==> src/rtl/lsu_wb_stage_pkg.sv <==
// Shared RV32I load/store encodings, FSM states and access helpers for the LSU stage.
package lsu_wb_stage_pkg;

  localparam int unsigned XLEN    = 32;
  localparam int unsigned RADDR_W = 5;
  localparam int unsigned CNT_W   = 8;

  localparam logic [6:0] OPC_LOAD  = 7'b0000011;
  localparam logic [6:0] OPC_STORE = 7'b0100011;

  localparam logic [2:0] FN3_B  = 3'b000;
  localparam logic [2:0] FN3_H  = 3'b001;
  localparam logic [2:0] FN3_W  = 3'b010;
  localparam logic [2:0] FN3_BU = 3'b100;
  localparam logic [2:0] FN3_HU = 3'b101;

  typedef enum logic [2:0] {
    ST_IDLE = 3'd0,
    ST_REQ  = 3'd1,
    ST_WAIT = 3'd2,
    ST_WB   = 3'd3,
    ST_ERR  = 3'd4
  } lsu_state_e;

  // Op fields kept for the response phase; only the byte lane of the address is needed.
  typedef struct packed {
    logic [1:0]         lane;
    logic [2:0]         funct3;
    logic [RADDR_W-1:0] rd;
    logic               is_store;
  } lsu_op_t;

  function automatic logic op_legal(input logic is_store, input logic [2:0] funct3);
    logic ok;
    ok = 1'b0;
    case (funct3)
      FN3_B, FN3_H, FN3_W: ok = 1'b1;
      FN3_BU, FN3_HU:      ok = !is_store;
      default:             ok = 1'b0;
    endcase
    return ok;
  endfunction

  function automatic logic op_misaligned(input logic [2:0] funct3, input logic [1:0] lane);
    logic bad;
    bad = 1'b0;
    case (funct3[1:0])
      2'b01:   bad = lane[0];
      2'b10:   bad = (lane != 2'b00);
      default: bad = 1'b0;
    endcase
    return bad;
  endfunction

  function automatic logic [3:0] byte_en(input logic [2:0] funct3, input logic [1:0] lane);
    logic [3:0] be;
    be = 4'b1111;
    case (funct3[1:0])
      2'b00:   be = 4'b0001 << lane;
      2'b01:   be = lane[1] ? 4'b1100 : 4'b0011;
      default: be = 4'b1111;
    endcase
    return be;
  endfunction

  function automatic logic [XLEN-1:0] store_lanes(input logic [2:0] funct3,
                                                  input logic [XLEN-1:0] d);
    logic [XLEN-1:0] w;
    w = d;
    case (funct3[1:0])
      2'b00:   w = {4{d[7:0]}};
      2'b01:   w = {2{d[15:0]}};
      default: w = d;
    endcase
    return w;
  endfunction

endpackage

==> src/rtl/lsu_load_align.sv <==
// Load data lane select with sign/zero extension; purely combinational.
module lsu_load_align
  import lsu_wb_stage_pkg::*;
(
  input  logic [XLEN-1:0] rdata,
  input  logic [1:0]      offset,
  input  logic [2:0]      funct3,
  output logic [XLEN-1:0] data_c
);

  logic [XLEN-1:0] shifted;

  // Word accesses are always aligned, so the shifted word equals rdata for them.
  always_comb begin
    shifted = rdata >> {offset, 3'b000};
    data_c  = shifted;
    case (funct3)
      FN3_B:   data_c = {{(XLEN-8){shifted[7]}}, shifted[7:0]};
      FN3_H:   data_c = {{(XLEN-16){shifted[15]}}, shifted[15:0]};
      FN3_BU:  data_c = {{(XLEN-8){1'b0}}, shifted[7:0]};
      FN3_HU:  data_c = {{(XLEN-16){1'b0}}, shifted[15:0]};
      default: data_c = shifted;
    endcase
  end

endmodule

==> src/rtl/lsu_wb_stage.sv <==
// RV32I load/store + writeback stage: req/gnt/rvalid memory handshake,
// load alignment and register-file write strobe, with timeout abort.
module lsu_wb_stage
  import lsu_wb_stage_pkg::*;
#(
  parameter int unsigned TIMEOUT_CYC = 255
) (
  input  logic               clk,
  input  logic               rst,
  input  logic               start,
  input  logic [6:0]         opcode_in,
  input  logic [2:0]         funct3_in,
  input  logic [XLEN-1:0]    base_in,
  input  logic [XLEN-1:0]    offset_in,
  input  logic [XLEN-1:0]    store_in,
  input  logic [RADDR_W-1:0] rd_in,
  output logic               mem_req,
  output logic               mem_we,
  output logic [XLEN-1:0]    mem_addr,
  output logic [3:0]         mem_be,
  output logic [XLEN-1:0]    mem_wdata,
  input  logic               mem_gnt,
  input  logic               mem_rvalid,
  input  logic [XLEN-1:0]    mem_rdata,
  output logic               busy,
  output logic               wb_valid,
  output logic [RADDR_W-1:0] wb_rd,
  output logic [XLEN-1:0]    wb_data,
  output logic               err
);

  // Last counter value that may still be spent in REQ/WAIT before aborting.
  localparam logic [CNT_W-1:0] CNT_LAST = CNT_W'(TIMEOUT_CYC - 1);

  lsu_state_e         state_q, state_d;
  lsu_op_t            op_q, op_d;
  logic [CNT_W-1:0]   cnt_q, cnt_d;
  logic [XLEN-1:0]    addr_c, load_data_c;
  logic               is_store_c, is_mem_op_c, accept_ok_c;
  logic               mem_we_d;
  logic [XLEN-1:0]    mem_addr_d, mem_wdata_d, wb_data_d;
  logic [3:0]         mem_be_d;
  logic [RADDR_W-1:0] wb_rd_d;

  assign addr_c      = base_in + offset_in;
  assign is_store_c  = (opcode_in == OPC_STORE);
  assign is_mem_op_c = (opcode_in == OPC_LOAD) || is_store_c;
  assign accept_ok_c = op_legal(is_store_c, funct3_in) && !op_misaligned(funct3_in, addr_c[1:0]);

  lsu_load_align u_load_align (
    .rdata  (mem_rdata),
    .offset (op_q.lane),
    .funct3 (op_q.funct3),
    .data_c (load_data_c)
  );

  // Next state, next captured op and next output values.
  always_comb begin
    state_d     = state_q;
    op_d        = op_q;
    cnt_d       = cnt_q;
    mem_we_d    = mem_we;
    mem_addr_d  = mem_addr;
    mem_be_d    = mem_be;
    mem_wdata_d = mem_wdata;
    wb_rd_d     = wb_rd;
    wb_data_d   = wb_data;
    case (state_q)
      ST_IDLE: begin
        if (start && is_mem_op_c) begin
          op_d = '{lane: addr_c[1:0], funct3: funct3_in, rd: rd_in, is_store: is_store_c};
          if (accept_ok_c) begin
            state_d     = ST_REQ;
            cnt_d       = '0;
            mem_we_d    = is_store_c;
            mem_addr_d  = {addr_c[XLEN-1:2], 2'b00};
            mem_be_d    = byte_en(funct3_in, addr_c[1:0]);
            mem_wdata_d = store_lanes(funct3_in, store_in);
          end else begin
            state_d = ST_ERR;
          end
        end
      end
      ST_REQ: begin
        // A same-cycle rvalid is not looked at here: the grant alone moves us on.
        if (mem_gnt) begin
          state_d = op_q.is_store ? ST_IDLE : ST_WAIT;
          cnt_d   = cnt_q + CNT_W'(1);
        end else if (cnt_q >= CNT_LAST) begin
          state_d = ST_ERR;
        end else begin
          cnt_d = cnt_q + CNT_W'(1);
        end
      end
      ST_WAIT: begin
        if (mem_rvalid) begin
          state_d   = ST_WB;
          wb_rd_d   = op_q.rd;
          wb_data_d = (op_q.rd == '0) ? '0 : load_data_c;
        end else if (cnt_q >= CNT_LAST) begin
          state_d = ST_ERR;
        end else begin
          cnt_d = cnt_q + CNT_W'(1);
        end
      end
      ST_WB:   state_d = ST_IDLE;
      ST_ERR:  state_d = ST_IDLE;
      default: state_d = ST_IDLE;
    endcase
  end

  always_ff @(posedge clk or posedge rst) begin
    if (rst) begin
      state_q   <= ST_IDLE;
      op_q      <= '0;
      cnt_q     <= '0;
      mem_req   <= 1'b0;
      mem_we    <= 1'b0;
      mem_addr  <= '0;
      mem_be    <= '0;
      mem_wdata <= '0;
      busy      <= 1'b0;
      wb_valid  <= 1'b0;
      wb_rd     <= '0;
      wb_data   <= '0;
      err       <= 1'b0;
    end else begin
      state_q   <= state_d;
      op_q      <= op_d;
      cnt_q     <= cnt_d;
      mem_req   <= (state_d == ST_REQ);
      mem_we    <= mem_we_d;
      mem_addr  <= mem_addr_d;
      mem_be    <= mem_be_d;
      mem_wdata <= mem_wdata_d;
      busy      <= (state_d != ST_IDLE);
      wb_valid  <= (state_d == ST_WB);
      wb_rd     <= wb_rd_d;
      wb_data   <= wb_data_d;
      err       <= (state_d == ST_ERR);
    end
  end

endmodule

==> config.mk <==
export PLATFORM = sky130hd
export DESIGN_NAME = lsu_wb_stage
export DESIGN_NICKNAME = d
export VERILOG_FILES = /design/src/rtl/lsu_wb_stage_pkg.sv /design/src/rtl/lsu_load_align.sv /design/src/rtl/lsu_wb_stage.sv
export SDC_FILE = /design/constraint.sdc
export NUM_CORES = 1
export LEC_CHECK = 0
export BUFFER_PORTS_ARGS = -buffer_cell sky130_fd_sc_hd__buf_2
export CAP_MARGIN = 0
export CORE_ASPECT_RATIO = 1.5
export CORE_MARGIN = 4
export CORE_UTILIZATION = 51
export CTS_CLUSTER_SIZE = 40
export DETAILED_ROUTE_END_ITERATION = 10
export PLACE_DENSITY = 0.81
export SKIP_CTS_REPAIR_TIMING = 1
export SYNTH_ARGS = -nofsm -noshare
export SYNTH_HDL_FRONTEND = slang
export SYNTH_SLANG_ARGS = --single-unit
==> constraint.sdc <==
create_clock -name clk -period 5.3 [get_ports clk]
set_input_delay 1.06 -clock clk [delete_from_list [all_inputs] [get_ports clk]]
set_output_delay 1.06 -clock clk [all_outputs]
set_load 0.02 [all_outputs]
Word level (Yosys, flattened, before mapping) --
Index checks and enable logic that the tools add are counted.
Storage, ports and cells: bits in registers 130, output and inout bits 110
Operators by class: $lt $le $gt $ge 1, reduce and logical (&&, ||, !) cells 19, multiplexer cells 20, add/sub/neg operators 2, shift-type cells 2, equality and inequality tests 19
Operators by type and width (number):
- $pmux W32 S4 | 1
- $pmux W32 S2 | 1
- $mux W8 | 5
- $add A32 B32 Y32 | 1
- $mux W32 | 1
- $shr A32 B5 Y32 | 1
- $pmux W8 S3 | 1
- $eq A3 B3 Y1 const B | 5
- $mux W3 | 5
- $eq A3 B1 Y1 const B | 4
- $eq A3 B2 Y1 const B | 3
- $logic_not A3 Y1 | 3
- $pmux W3 S3 | 1
- $add A8 B1 Y8 const B | 1
- $ge A8 B8 Y1 const B | 1
- $pmux W4 S2 | 1
- $eq A7 B2 Y1 const B | 1
- $eq A7 B6 Y1 const B | 1
- $ne A2 B2 Y1 const B | 3
- $reduce_bool A3 Y1 | 2
- $logic_not A5 Y1 | 1
- $mux W4 | 1
- $pmux W1 S2 | 2
- $reduce_and A2 Y1 | 2
- other kinds (13) | 15

Longest topological paths before layout --
Gate-level depths: netlist of the first run.
word-level depth 9, gate-level depth with buffers 12, depth with buffers taken out 10

Cells and area by module --
Synthesis of the first run repeated with hierarchy kept, for this count alone.
Second synthesis, totals: cells, all modules 856, area total of the unflattened synthesis 7719.9 sq um
Modules (own cells, without submodules):
- lsu_wb_stage | cells each 749, area each 7025.5 sq um, seq. area each 3253.1 sq um, instances 1
- lsu_load_align | cells each 107, area each 694.4 sq um, seq. area each 0.0 sq um, instances 1

Least setup slack after synthesis of the first run --
OpenSTA, ideal clock, no wires.
kind input-to-reg, start input base_in[0], end register cnt_q[0], arrival time 3.088 ns, setup slack 2.135 ns, stages 10, data required time 5.224 ns, cell sequence ha_1 -> inv_1 -> fa_1 -> nand2b_1 -> a22o_1 -> a211oi_2 -> nor2_1 -> o32a_1 -> or3_1 -> o21ai_1
On the way: longest elaborated chain between the ends 7
RTL lines:
- from (decl) | line lsu_wb_stage.sv:13 | input logic [XLEN-1:0] base_in,
- $add A32 B32 Y32 * | line lsu_wb_stage.sv:45 | assign addr_c = base_in + offset_in;
- $reduce_bool A2 Y1 | line lsu_wb_stage_pkg.sv:49 | 2'b10: bad = (lane != 2'b00);
- $pmux W1 S2 * | line lsu_wb_stage_pkg.sv:47 | case (funct3[1:0])
- $logic_not A1 Y1 * | line lsu_wb_stage.sv:48 | assign accept_ok_c = op_legal(is_store_c, funct3_in) && !op_misaligned(funct3_in, addr_c[1:0]);
- $logic_and A1 B1 Y1 * | line lsu_wb_stage.sv:48
- $ne A2 B2 Y1 (no source line) *
- $reduce_and A4 Y1 (no source line) *
- to (signal assigned) | line lsu_wb_stage.sv:130 | cnt_q <= cnt_d;
- to (decl) | line lsu_wb_stage.sv:37 | logic [CNT_W-1:0] cnt_q, cnt_d;
Every way passes the cells marked *; elsewhere a longest branch is shown, timed or not. A chain may end at the register's enable or synchronous reset.

Worst setup path in the final report of the first run --
start input funct3_in[0], end register mem_addr[22]
On the way: longest elaborated chain between the ends 5, elaborated cells between the ends (all ways) 14, those cells by class eq/ne: 6; mux: 2; reduce/logical: 6
RTL lines:
- from (decl) | line lsu_wb_stage.sv:12 | input logic [2:0] funct3_in,
- $eq A3 B1 Y1 (tied with other cells) | line lsu_wb_stage_pkg.sv:36 | case (funct3)
- $reduce_or A3 Y1 (tied with other cells) | line lsu_wb_stage_pkg.sv:36
- $pmux W1 S2 or $logic_not A1 Y1 (tied branches) | line lsu_wb_stage_pkg.sv:36, lsu_wb_stage.sv:48
- $logic_and A1 B1 Y1 * | line lsu_wb_stage.sv:48
- $reduce_and A3 Y1 (no source line) *
- to (signal assigned) | line lsu_wb_stage.sv:133 | mem_addr <= mem_addr_d;
- to (decl) | line lsu_wb_stage.sv:19 | output logic [XLEN-1:0] mem_addr,
Marks and branches as above.

==> results.json, run 1 <==
{
  "layoutNonFillerInstCount": 1305,
  "seq_area_frac_synth_pct": 42.3,
  "die_y_microns": 158,
  "yosysWarnings": 0,
  "detail_route.wl_per_cell_microns": 17.1,
  "grt_pass1_wl_microns": 35200,
  "dieArea_sq_mm": 0.0171,
  "pre_cts_ws_ns": 1.33,
  "clk_path_buf_depth": 2,
  "numCtsBuffers": 17,
  "overflow": 0,
  "power_density_mw_per_mm2": 401,
  "fin_util_pct": 66.0,
  "rsz0062_at_grt": "false",
  "async_flop_share_pct": 100,
  "num_antenna_cells": 0,
  "synth_seq_cells": 130,
  "fin_tns_setup_ns": 0,
  "swShare_pct": 35.7,
  "dr.pass1.iters": 5,
  "synth_flop_cell": "dfrtp_1",
  "status": "completed",
  "syn-cell-area_sq_mm": 0.00768,
  "synth_cells": 863,
  "io_buffers": 255,
  "tritoncts": "yes",
  "rows": 54,
  "gp_congestion": 0.920,
  "vias": 7421,
  "htreeDepth": 4,
  "grt_max_degree": 75,
  "postLayoutSetupSlackWorst_ns": 1.71,
  "sequentialPowerShare_pct": 35.0,
  "min_period_ns": 3.59,
  "whs_ns": 0.465,
  "cts.clk_slew.worst_paths_ns": 0.06,
  "track_usage_pct": 25.9,
  "drv_cap": 0,
  "cp-end-kind": "register",
  "hp-class": "register to register",
  "finClkSkew_ns": 0.00781,
  "p_sw_uw": 1390,
  "synth_cell_types": 66,
  "finalSetupViolCount": 0,
  "area_growth_pct": 26.0,
  "nets": 1281,
  "finalHoldViolations": 0,
  "drive_gt1_share_pct": 28.3,
  "dr.first_iter.drc_count": 330,
  "dp_hpwl_microns": 17100,
  "slew_headroom_pct": 35.6,
  "synth-edff-count": 0,
  "start_util_pct": 52.4,
  "cp_max_fo": 38,
  "max_freq_mhz": 278,
  "peakVddDrop_uv": 242,
  "drc_errors": 0,
  "period_share_pct": 67.8,
  "clock-sinks": 130,
  "grt_pass1_vias": 7169,
  "antenna_left": 0,
  "postSynthAreaPerCell_sq_um": 8.90,
  "antenna_found_initial": 2,
  "combinationalPowerShare_pct": 34.4,
  "cp.required_ns": 5.65,
  "power_leakage_uw": 0.00498,
  "core-area_sq_mm": 0.0147,
  "cp-start-kind": "input pin",
  "path_class": "input pin to register",
  "worstMarginPinSlew_ns": 0.960,
  "fp.dieW_microns": 108,
  "maxSlewViolCount": 0,
  "dp_cells": 1273,
  "cp.arrival_ns": 3.94,
  "num_io_pins": 258,
  "p_int_uw": 2500,
  "clockPowerShare_pct": 30.6,
  "insertion_delay_ns": 0.41,
  "via_per_inst": 5.69,
  "root_buffer": "clkbuf_16",
  "drt-total-wl_microns": 22300
}
sequential cells by signal, summed over array words and instances (netlist names):
signal and cells:
mem_we 1, wb_valid 1, wb_rd 5, busy 1, err 1, state_q 3
mem_be 4, mem_addr 30, mem_wdata 32, cnt_q 8, op_q 11, mem_req 1
wb_data 32
logic make-up after synthesis:
logic type | Yosys count | synth area share, %
compound gates | 284 | 23.8
xor+xnor | 25 | 2.85
fa+ha+maj | 37 | 6.12
buf+inv | 66 | 3.44
flops | 130 | 42.3
mux | 35 | 4.71
other cells | 1 | 0.0488
simple gates | 285 | 16.7
power by group through the flow:
stage | Combinational (uW) | Clock [uW] | Sequential (uW)
global placement | 1300 | 0 | 1370
finish | 1340 | 1190 | 1360
floorplan | 662 | 0 | 1580
global route | 1470 | 1250 | 1380
detailed placement | 1340 | 0 | 1370
CTS | 1340 | 1210 | 1360
per-stage QoR:
step | cell area [sq um] | total power (uW)
global route | 9680 | 4100
CTS | 9680 | 3910
finish | 9680 | 3880
global placement | 9070 | 2670
detailed placement | 9070 | 2710
floorplan | 7690 | 2240
cell type report:
cell class | count | area (sq um)
Multi-Input combinational cell | 668 | 4180
Sequential cell | 130 | 3250
Inverter | 17 | 66.3
Fill cell | 1249 | 4980
Timing Repair Buffer | 262 | 1330
Tap cell | 196 | 245
Clock inverter | 8 | 126
Clock buffer | 24 | 482
critical path, stage by stage:
cell and delay (ns):
buf_2 0.11, inv_1 0.09, ha_1 0.64, nor2_4 0.26, o22a_1 0.32, a21oi_1 0.30
nand2b_2 0.43, or4_1 0.63, nand3_1 0.09
layout by cell type, fill, tap and decap left out, types with 4 or more instances in the layout:
cell,count
a21o_1,9
inv_1,16
buf_2,255
nor3_1,7
and3_1,4
a22o_1,19
a21oi_1,67
buf_4,7
dfrtp_1,130
nand2b_1,9
nor2b_1,14
o21ai_1,9
nand3_1,11
nand2_1,142
nand4_1,9
mux2i_1,26
o21bai_1,4
clkbuf_1,4
nor2_1,66
o21ai_0,80
or3_1,4
xor2_1,20
clkbuf_16,17
mux2_2,9
xnor2_1,5
a22oi_1,17
o21a_1,10
a31oi_1,17
ha_1,36
a211oi_1,7
a211o_1,7
a32o_1,7
path summary, 6_finish.rpt:
check | from | end | slack (ns) | cells after the start
worst max-delay path | funct3_in[0] | mem_addr[22]$_DFFE_PP0P_ | 1.71 | 9
worst min-delay path | wb_rd[2]$_DFFE_PP0P_ | wb_rd[2]$_DFFE_PP0P_ | 0.47 | 2
worst max register to register | state_q[2]$_DFF_PP0_ | mem_addr[14]$_DFFE_PP0P_ | 2.42 | 5
worst min register to register | wb_rd[2]$_DFFE_PP0P_ | wb_rd[2]$_DFFE_PP0P_ | 0.47 | 2
max in group asynchronous | rst | wb_data[29]$_DFFE_PP0P_ | 3.58 | 3
min in group asynchronous | rst | wb_rd[1]$_DFFE_PP0P_ | 0.68 | 2
synthesized netlist by cell type (17+ instances only):
| cell type | n | area (sq um) |
|---|---|---|
| a31oi_1 | 17 | 106 |
| mux2i_1 | 26 | 260 |
| nand2_1 | 142 | 533 |
| a21oi_1 | 67 | 335 |
| dfrtp_1 | 130 | 3250 |
| a22o_1 | 19 | 166 |
| o21ai_0 | 80 | 400 |
| inv_1 | 17 | 63.8 |
| clkbuf_1 | 27 | 101 |
| ha_1 | 36 | 450 |
| a22oi_1 | 17 | 128 |
| nor2_1 | 66 | 248 |
| xor2_1 | 20 | 175 |
routing by layer:
layer  wire length [microns]  up-vias  global-route usage, %
li1                        -     3578                      -
met1                    8550     3481                   31.7
met2                   11500      313                   45.1
met3                    1620       45                   5.23
met4                     546        4                   9.33
met5                      25        -                      0
Power figures use the tool's default switching activity.
==> run 2: changes to the inputs <==
CORE_UTILIZATION = 46   (was 51)
PLACE_DENSITY = 0.77   (was 0.81)
clock period = 3 ns   (was 5.3 ns; I/O delays follow)
==> run 2 against run 1 <==
Against the previous run:
- flip-flop and latch count unchanged
- global-route usage down 1.8 points
- register-to-register slack worse by 1.7 ns
- hold slack worse by 0.21 ns
- clock power up 82%
- total power up 79%
- sequential power up 77%
- first-iteration DRC count up 40%
- critical endpoint is now mem_addr[16]$_DFFE_PP0P_
- highest routed layer unchanged
- combinational power up 79%
- utilization down 5.4 points
==> results.json, run 2 (synthesis results as in run 1) <==
{
  "dr.first_iter.drc_count": 462,
  "cp-start-kind": "input pin",
  "peakVddDrop_uv": 433,
  "antenna_found_initial": 5,
  "nets": 1301,
  "drc_errors": 0,
  "grt_pass1_vias": 7237,
  "cp.required_ns": 3.29,
  "layout_commonest_cell": "buf_2",
  "max_freq_mhz": 388,
  "dieArea_sq_mm": 0.0189,
  "die_y_microns": 166,
  "nFillCells": 1473,
  "clock-sinks": 130,
  "num_io_pins": 258,
  "worstMarginPinSlew_ns": 0.870,
  "cts.clk_slew.worst_paths_ns": 0.06,
  "cp.arrival_ns": 2.86,
  "grt_pass1_wl_microns": 36500,
  "rsz0062_at_grt": "false",
  "tritoncts": "yes",
  "cp-end-kind": "register",
  "numCtsBuffers": 17,
  "insertion_delay_ns": 0.41,
  "clk_path_buf_depth": 2,
  "core-area_sq_mm": 0.0163,
  "rows": 57,
  "overflow": 0,
  "fin_tns_setup_ns": 0,
  "period_share_pct": 85.8,
  "finalSetupViolCount": 0,
  "htreeDepth": 4,
  "top_regs": "mem_wdata: 32 flops, wb_data: 32 flops, mem_addr: 30 flops",
  "grt_max_degree": 64,
  "mostFrequentLayoutCells": "buf_2, nand2_1, dfrtp_1, o21ai_0, a21oi_1",
  "pre_cts_ws_ns": 0.0202,
  "finClkSkew_ns": 0.0106,
  "area_growth_pct": 28.8,
  "finalHoldViolations": 0,
  "power_leakage_uw": 0.00510,
  "drv_cap": 0,
  "path_class": "input pin to register",
  "io_buffers": 255,
  "min_period_ns": 2.57,
  "dp_hpwl_microns": 18000,
  "post_dp_cell_area_sq_mm": 0.00928,
  "whs_ns": 0.260,
  "postLayoutSetupSlackWorst_ns": 0.426,
  "drive_gt1_share_pct": 29.8,
  "power_density_mw_per_mm2": 704,
  "cp_max_fo": 6,
  "status": "completed",
  "post-route-cell-area_sq_mm": 0.00990,
  "track_usage_pct": 24.0,
  "detail_route.wl_per_cell_microns": 17.3,
  "via_per_inst": 5.61,
  "slew_headroom_pct": 41.9,
  "start_util_pct": 47.1,
  "hp-class": "input pin to async pin",
  "root_buffer": "clkbuf_16",
  "fp.dieW_microns": 114,
  "antenna_left": 0,
  "vias": 7498,
  "dr.pass1.iters": 4,
  "drt-total-wl_microns": 23100,
  "maxSlewViolCount": 0,
  "gp_congestion": 0.898
}
[run 2: cell types whose count changed in the layout (fill, tap and decap cells not counted)]
cell and delta:
buf_4 +17, clkinv_2 +1, diode_2 +1, clkbuf_1 -3
buf_12 +3, inv_4 -1, inv_6 +3
[run 2: layout make-up]
type	count	area (sq um)	share of cell area, %
Clock inverter	11	150	1.52
Inverter	17	67.6	0.683
Tap cell	206	258	2.60
Timing Repair Buffer	282	1520	15.3
Clock buffer	21	470	4.75
Antenna cell	1	2.50	0.0253
Sequential cell	130	3250	32.9
Multi-Input combinational cell	668	4180	42.2
[run 2: worst paths after layout]
| kind | slack [ns] | endpoint | depth (start not counted) | start |
|---|---|---|---|---|
| hold reg to reg | 0.47 | wb_rd[2]$_DFFE_PP0P_ | 2 | wb_rd[2]$_DFFE_PP0P_ |
| setup reg to reg | 0.75 | wb_data[17]$_DFFE_PP0P_ | 7 | op_q[9]$_DFFE_PP0P_ |
| hold / removal | 0.26 | wb_data[6]$_DFFE_PP0P_ | 2 | rst |
| min in group clk | 0.43 | op_q[4]$_DFFE_PP0P_ | 2 | rd_in[3] |
| setup / recovery | 0.43 | mem_addr[16]$_DFFE_PP0P_ | 11 | base_in[0] |
| max in group asynchronous | 1.94 | mem_wdata[25]$_DFFE_PP0P_ | 4 | rst |
[run 2: metal layers]
layer / track usage, % / share of wire, % / wire (microns) / vias up
li1: - / - / - / 3618
met1: 28.6 / 39 / 8930 / 3566
met2: 42.4 / 53 / 12100 / 268
met3: 5.43 / 6.5 / 1500 / 38
met4: 7.74 / 2.0 / 472 / 8
met5: 0 / 0.21 / 48 / -
[run 2: critical path, cell delays in order]
cell,delay (ns)
buf_2,0.10
ha_1,0.22
inv_1,0.08
fa_1,0.20
nor2b_1,0.06
o31a_1,0.28
o31ai_4,0.31
o21ai_1,0.21
a221oi_1,0.36
nor4b_1,0.10
a311o_1,0.33
[run 2: per-stage QoR]
step | cells | total power [uW] | utilization, %
after CTS | 1335 | 7010 | 60.6
after global placement | 1303 | 4770 | 56.8
after floorplan | 864 | 3970 | -
after global routing | 1336 | 7350 | 60.6
final | 1336 | 6970 | 60.6
after detailed placement | 1303 | 4830 | 56.8
[run 2: where the power goes]
group          internal [uW]  switching (uW)
combinational            921            1480
clock                   1380             777
sequential              2140             261
==> run 3: changes to the inputs <==
GPL_TIMING_DRIVEN = 0   (was unset)
SLEW_MARGIN = 15   (was unset)
==> run 3 against run 2 <==
Against the previous run:
- sequential share of layout area increased by 0.22 points
- utilization decreased by 0.41 points
- non-clock buffer count increased by 25
- critical endpoint is now mem_wdata[14]$_DFFE_PP0P_
- largest power group is now combinational logic
==> results.json, run 3 (synthesis results as in run 1) <==
{
  "status": "completed",
  "vias": 7766,
  "detail_route.wl_per_cell_microns": 17.6,
  "cp.arrival_ns": 3.15,
  "fp.dieW_microns": 114,
  "rows": 57,
  "crit_path_start": "base_in[0]",
  "drive_gt1_share_pct": 27.9,
  "crit_path_top_delay_cell": "fa_2",
  "core-area_sq_mm": 0.0163,
  "via_per_inst": 5.71,
  "area_growth_pct": 28.0,
  "dp_hpwl_microns": 19100,
  "combinationalPowerShare_pct": 35.9,
  "finClkSkew_ns": 0.0119,
  "mostFrequentLayoutCells": "buf_2, nand2_1, dfrtp_1, o21ai_0",
  "cp_top_family": "buffers and inverters",
  "layout_commonest_cell": "buf_2",
  "clk_path_buf_depth": 2,
  "track_usage_pct": 24.9,
  "start_util_pct": 47.1,
  "crit_buf_inv": 4,
  "insertion_delay_ns": 0.41,
  "ff_latch_area_sq_mm": 0.00325,
  "overflow": 0,
  "numCtsBuffers": 17,
  "rsz0062_at_grt": "false",
  "antenna_found_initial": 4,
  "path_class": "input pin to register",
  "swShare_pct": 37.3,
  "cp-start-kind": "input pin",
  "layoutNonFillerInstCount": 1360,
  "pre_cts_ws_ns": -0.326,
  "slew_headroom_pct": 38.9,
  "hp-class": "input pin to async pin",
  "maxSlewViolCount": 0,
  "htreeDepth": 4,
  "cpPeakStageDelay_ns": 0.60,
  "grt_pass1_wl_microns": 38400,
  "root_buffer": "clkbuf_16",
  "cts.clk_slew.worst_paths_ns": 0.06,
  "sequentialPowerShare_pct": 35.8,
  "clock-sinks": 130,
  "drc_errors": 0,
  "cp-end-kind": "register",
  "post-route-cell-area_sq_mm": 0.00983,
  "cp_common_cell": "buf_2",
  "antenna_left": 0,
  "dr.pass1.iters": 5,
  "cp_max_fo": 10,
  "nets": 1326,
  "p_sw_uw": 2500,
  "finalHoldViolations": 0,
  "io_buffers": 255,
  "power_leakage_uw": 0.00503,
  "p_int_uw": 4200,
  "min_period_ns": 2.82,
  "peakVddDrop_uv": 504,
  "top_regs": "mem_wdata: 32 flops, wb_data: 32 flops, mem_addr: 30 flops",
  "dp_cells": 1328,
  "max_freq_mhz": 354,
  "gp_congestion": 0.934,
  "cp.required_ns": 3.33,
  "multi_input_area_sq_mm": 0.00418,
  "grt_max_degree": 37,
  "drv_cap": 0,
  "num_io_pins": 258,
  "worstMarginPinSlew_ns": 0.911,
  "postLayoutSetupSlackWorst_ns": 0.179,
  "grt_pass1_vias": 7781,
  "clockPowerShare_pct": 28.3,
  "p_total_uw": 6700,
  "die_y_microns": 166,
  "dr.first_iter.drc_count": 544,
  "tritoncts": "yes",
  "drt-total-wl_microns": 24000,
  "crit_chain": "buf_2 -> ha_1 -> inv_1 -> fa_2 -> nand2b_1 -> a22o_1 -> a211oi_2 -> buf_2 -> buf_1 -> nor2_1 -> a21oi_1",
  "dieArea_sq_mm": 0.0189,
  "finalSetupViolCount": 0,
  "post_dp_cell_area_sq_mm": 0.00929,
  "rr_startpoint": "state_q[0]$_DFF_PP0_",
  "power_density_mw_per_mm2": 682,
  "period_share_pct": 94.0,
  "nFillCells": 1508
}
[run 3: cell count changes in the layout (fill, tap and decap cells not counted), moves of 3 or more]
cell      change
buf_1        +13
buf_2         +7
buf_4        -22
clkbuf_1     +27
clkinv_2      +4
inv_6         -3
[run 3: per-stage QoR]
stage | hold WS [ns] | util, % | TNS [ns]
CTS | 0.288 | 60.1 | 0
global placement | 0.445 | 56.5 | -12.67
finish | 0.283 | 60.2 | 0
detailed placement | 0.459 | 56.9 | -12.23
global route | 0.323 | 60.2 | 0
floorplan | 0.447 | - | 0
[run 3: power by group through the flow]
stage	registers [uW]	clock network, uW	logic (uW)
5_1_grt	2440	2010	2630
6_report	2400	1900	2410
2_1_floorplan	2800	0	1170
3_5_place_dp	2420	0	2400
3_3_place_gp	2420	0	2340
4_1_cts	2400	1930	2410
[run 3: final timing paths]
path | endpoint | cells past startpoint | slack (ns)
max | mem_wdata[14]$_DFFE_PP0P_ | 11 | 0.18
min reg2reg | mem_addr[4]$_DFFE_PP0P_ | 2 | 0.46
min | mem_addr[27]$_DFFE_PP0P_ | 2 | 0.28
min in group clk | op_q[3]$_DFFE_PP0P_ | 2 | 0.43
max reg2reg | mem_wdata[14]$_DFFE_PP0P_ | 7 | 0.47
max in group asynchronous | err$_DFF_PP0_ | 3 | 2.12
[run 3: metal layers]
metal	up-vias	GRT usage [%]	part of all wire, %
li1	3671	-	-
met2	348	43.8	51
met5	-	0	0.16
met3	80	4.89	6.6
met4	6	11.4	3.8
met1	3661	28.7	38
[run 3: cell type report]
class / count / area share, %
Antenna cell: 1 / 0.0254
Buffer: 49 / 2.05
Clock buffer: 20 / 4.54
Clock inverter: 11 / 0.916
Inverter: 17 / 0.687
Multi-Input combinational cell: 668 / 42.5
Sequential cell: 130 / 33.1
Tap cell: 206 / 2.62
Timing Repair Buffer: 258 / 13.6
